`src/rtl/grf_mp.sv`:
```
// rtl/grf_mp.sv - multi-port register file with dual prioritised writes, bypass and scrub engine
module grf_mp #(
  parameter int DW       = 32,
  parameter int AW       = 5,
  parameter int NRD      = 2,
  parameter bit BYPASS   = 1'b1,
  parameter bit ZERO_REG = 1'b1
) (
  input  logic              clk,
  input  logic              reset,
  input  logic              we0,
  input  logic [AW-1:0]     wa0,
  input  logic [DW-1:0]     wd0,
  input  logic              we1,
  input  logic [AW-1:0]     wa1,
  input  logic [DW-1:0]     wd1,
  input  logic [NRD*AW-1:0] ra,
  output logic [NRD*DW-1:0] rd,
  input  logic              clr_req,
  output logic              clr_busy
);

  localparam int DEPTH = 1 << AW;
  localparam logic [AW:0] LAST_IDX = (AW+1)'(DEPTH - 1);

  typedef enum logic {
    IDLE  = 1'b0,
    SCRUB = 1'b1
  } state_e;

  state_e        state_q, state_d;
  logic [AW:0]   idx_q, idx_d;
  logic [DW-1:0] mem_q [DEPTH];

  logic wr0_ok;
  logic wr1_ok;
  logic byp_en;

  // A write is live only while idle and, with a hardwired zero entry, not aimed at entry 0
  assign wr0_ok = we0 && (state_q == IDLE) && !(ZERO_REG && (wa0 == '0));
  assign wr1_ok = we1 && (state_q == IDLE) && !(ZERO_REG && (wa1 == '0));
  assign byp_en = BYPASS && !reset && (state_q == IDLE);

  assign clr_busy = (state_q == SCRUB);

  // Scrub sequencing: walk the index from 0 to the last entry, then fall back to idle
  always_comb begin
    state_d = state_q;
    idx_d   = idx_q;
    case (state_q)
      IDLE: begin
        if (clr_req) begin
          state_d = SCRUB;
          idx_d   = '0;
        end
      end
      SCRUB: begin
        idx_d = idx_q + (AW+1)'(1);
        if (idx_q == LAST_IDX) begin
          state_d = IDLE;
        end
      end
      default: state_d = IDLE;
    endcase
  end

  // Scrub state and index registers
  always_ff @(posedge clk) begin
    if (reset) begin
      state_q <= IDLE;
      idx_q   <= '0;
    end else begin
      state_q <= state_d;
      idx_q   <= idx_d;
    end
  end

  // Array update: reset clears everything, scrub clears one entry, otherwise port 1 overrides port 0
  always_ff @(posedge clk) begin
    if (reset) begin
      for (int i = 0; i < DEPTH; i++) begin
        mem_q[i] <= '0;
      end
    end else if (state_q == SCRUB) begin
      mem_q[idx_q[AW-1:0]] <= '0;
    end else begin
      if (wr0_ok) begin
        mem_q[wa0] <= wd0;
      end
      if (wr1_ok) begin
        mem_q[wa1] <= wd1;
      end
    end
  end

  // Combinational read ports with optional same-cycle forwarding, port 1 data taking precedence
  always_comb begin
    rd = '0;
    for (int k = 0; k < NRD; k++) begin
      if (!(ZERO_REG && (ra[k*AW +: AW] == '0))) begin
        rd[k*DW +: DW] = mem_q[ra[k*AW +: AW]];
        if (byp_en && wr0_ok && (wa0 == ra[k*AW +: AW])) begin
          rd[k*DW +: DW] = wd0;
        end
        if (byp_en && wr1_ok && (wa1 == ra[k*AW +: AW])) begin
          rd[k*DW +: DW] = wd1;
        end
      end
    end
  end

endmodule

```
`config.mk`:
```
export PLATFORM = sky130hd
export DESIGN_NAME = grf_mp
export DESIGN_NICKNAME = d
export VERILOG_FILES = /design/src/rtl/grf_mp.sv
export SDC_FILE = /design/constraint.sdc
export NUM_CORES = 2
export LEC_CHECK = 0
export BUFFER_PORTS_ARGS = -buffer_cell sky130_fd_sc_hd__buf_4
export CAP_MARGIN = 15
export CORE_AREA = 2 2 433 435
export DETAILED_ROUTE_END_ITERATION = 12
export DIE_AREA = 0 0 435 437
export PLACE_DENSITY = 0.49
export SLEW_MARGIN = 20
export SYNTH_ARGS = -nofsm -noshare
export SYNTH_HDL_FRONTEND = slang
export SYNTH_SLANG_ARGS = --single-unit
```
`constraint.sdc`:
```
create_clock -name clk -period 5.7 [get_ports clk]
set_input_delay 1.425 -clock clk [delete_from_list [all_inputs] [get_ports clk]]
set_output_delay 1.425 -clock clk [all_outputs]
set_load 0.05 [all_outputs]
```
==> metrics <==
status=finished, violations left; failing checks=negative setup slack; syn_area_per_cell=around 12 um2; Crit Path Max Fanout=35; WL final=274300 um; most common cell after layout, fill and taps aside=nand2_1; hold path start=idx_q[5]; Setup TNS Final=-0.08203 ns; Final Hold Viols=0; ys flop type=edfxtp_1; Clock Latency Late Sink=between 0.7 and 0.8 ns; switching pwr=5.514 mW; Final Cycle Share=101.4%; row count=between 150 and 200; Crit. End Element=output pin; EDFF count, synth=roughly 1.0k; GRT overflow=0; Die ar.=0.1901 mm2; Initial Utilization=about a third; DP HPWL=around 170000 um; Worst EP required=4.28 ns; Placed Area=~0.066 mm2; synth unique cells=just over 80; I/O Buffers=153; slew at the pin closest to its max-slew limit=roughly 1.1 ns; sw frac=28.57%; Layout area overhead=15.00%; Sequential Power Share=45.5%; RSZ-0062 raised after global routing=false; worst hold slack=0.5153 ns; Routed Antenna Nets=0; non-filler cells, final=~7.8k; slew margin rel.=24.62%; internal power=13.78 mW; clock sinks=approximately 1.0k; worst vdd ir=~0.00025 V; largest net degree at the start of global routing=65; Vias/cell=~6.4; fraction of layout instances using a drive strength above 1=24.86%; Initial DRC Count=8053; Die H=437 um; CP most frequent cell=buf_4; CTS tree=built; slowest stage delay, CP=0.77 ns; residual DRC count=0; CTS Buf Count=about 120; beginning of the worst register-to-register path=clr_busy; Reg clk slew, reported paths=approximately 0.05 ns; clock share of power=about two fifths; Design Power=19.30 mW; sequential share of the synthesized area=between 50% and 60%; Die Wd=435 um; CTS Hold Bufs=0; WP data arrival=4.36 ns; Post-Syn Instances=roughly 5.2k; critical path's slowest cell=a2111oi_0; critical path class=primary input to output pin; final setup fails=1; drt wl/cell=35.28 um; Async S/R FF share, synth=0%; CTS Buffer Depth=3; Comb pwr share=roughly 16%; worst path cell trace=buf_8 -> buf_12 -> mux4_2 -> o22ai_1 -> nor2_1 -> buf_4 -> a2111oi_0 -> nor3_1 -> buf_4; Core Area=0.1850 mm2; first-pass GRT wire length=around 380000 um; Post-Place Cells=7549; number of global-route vias before repair=between 40k and 50k; H-tree depth=3; GRT Total Usage=28.15%; clock root cell=clkbuf_16; final worst slack=-0.08203 ns; min Tclk post-route=approximately 5.8 ns; nets=approximately 5.3k; most frequent cells in the layout=nand2_1, edfxtp_1, o21ai_0; largest delay contributor family on the critical path=buffers and inverters; max_cap viols=0; skew final=0.01940 ns; DP Worst Slack=-0.1131 ns; startpoint types=primary input; Fmax=173.0 MHz; Lkg Pwr=22.40 nW; power per cell area=276.0 mW/mm2; initial antenna violation count=16; io pins=154; Slew Limit Fails=0; final instance area=0.06993 mm2; critical path startpoint=ra[2]; mapped cell area=0.06081 mm2; Final Core Density=37.79%; DR vias=between 40k and 50k; 1st-pass router iterations=6; Ys Warns=0; Hold Crit Class=flip-flop to flip-flop; final RePlAce weighted congestion=0.9261; worst path bufs/invs=4; register bit count reported by yosys=1031; post-CTS setup buffer count=0
-- registers in the layout, indices dropped and copies added (netlist names) --
name and flops:
clr_busy 1, idx_q 6, mem_q 1024
-- cells by family after synthesis --
| group | Yosys count | share of synthesized area [%] |
|---|---|---|
| other cells | 1 | 0.006167 |
| buf+inv | 688 | 4.817 |
| flops | 1031 | 50.80 |
| mux | 587 | 20.08 |
| xor+xnor | 21 | 0.3025 |
| simple gates | 1421 | 9.992 |
| compound gates | 1487 | 13.98 |
| fa+ha+maj | 1 | 0.02057 |
-- what timing repair did --
item / in CTS / in global routing
setup endpoints to repair: 1 / 2
resized for setup: 1 / 2
pin swaps: 0 / 0
endpoints found under the hold margin: 0 / 0
-- per-layer routing --
metal	share of wire [%]	GRT usage, %	vias to the layer above
met2	44	42.39	3844
met3	12	6.694	721
met4	6.1	15.03	4
met1	38	37.55	25280
li1	-	-	20010
met5	0.0098	0	-
-- area by class of cell --
cell class              count  area [um2]
diodes                      9       22.52
clock buffers             144        3050
clock inverters            72       566.8
fillers                 17800      115100
inverters                   5       18.77
multi-input cells        3549       27650
flip-flops and latches   1031       30890
well taps                2480        3103
repair buffers            484        4629
-- final timing paths --
path,to,slack [ns],cells after the start
max,rd[31],-0.08,9
min,idx_q[5],0.52,2
max reg2reg,mem_q[21][3],1.99,7
min reg2reg,idx_q[5],0.52,2
-- cells in the mapped netlist (all sizes together) (3+ instances only) --
cell type  count  area, um2
and3           3      18.77
nor3b          6      45.04
o32a           4      40.04
a221oi        59      516.8
or2            6      37.54
nand3b         6      48.80
a21o           4      37.53
nand4         11      68.82
nand3         16      80.08
nand2b        12      75.07
and2           5      31.28
or4            3      22.52
mux2i         76      760.7
nand4b         6      52.55
o31ai          4      48.79
a211oi        36      275.3
nor2b          8      50.05
or3           12      80.08
or3b           5      43.80
buf          242       1247
mux2           5      56.30
a21oi         17      100.1
edfxtp      1024      30750
o21ai       1037       5201
a211o         27      236.5
o211ai        14      125.1
nor2         129      494.2
dfxtp          7      140.1
o22ai        180       1126
nor3          40      205.2
a31oi         60      375.4
clkbuf       441       1663
mux4         506      11400
a2111oi       29      254.0
nand2       1105       4148
xor2           8      70.07
inv            5      18.77
nor4          42      518.0
xnor2         13      113.9
-- tightest hold or removal path, stage by stage (launching register included) --
cell      delay (ns)
dfxtp_1         0.32
o211ai_1        0.09
a21oi_1         0.06
-- power by group through the flow --
stage | combinational [mW] | clock, mW | sequential [mW]
2_1_floorplan | 1.72 | 0 | 8.87
3_3_place_gp | 2.93 | 0 | 8.92
3_5_place_dp | 2.94 | 0 | 8.93
4_1_cts | 2.95 | 7.54 | 8.78
5_1_grt | 3.06 | 7.80 | 8.81
6_report | 3.00 | 7.52 | 8.78
Note: power is estimated with default switching activity, not from simulation.
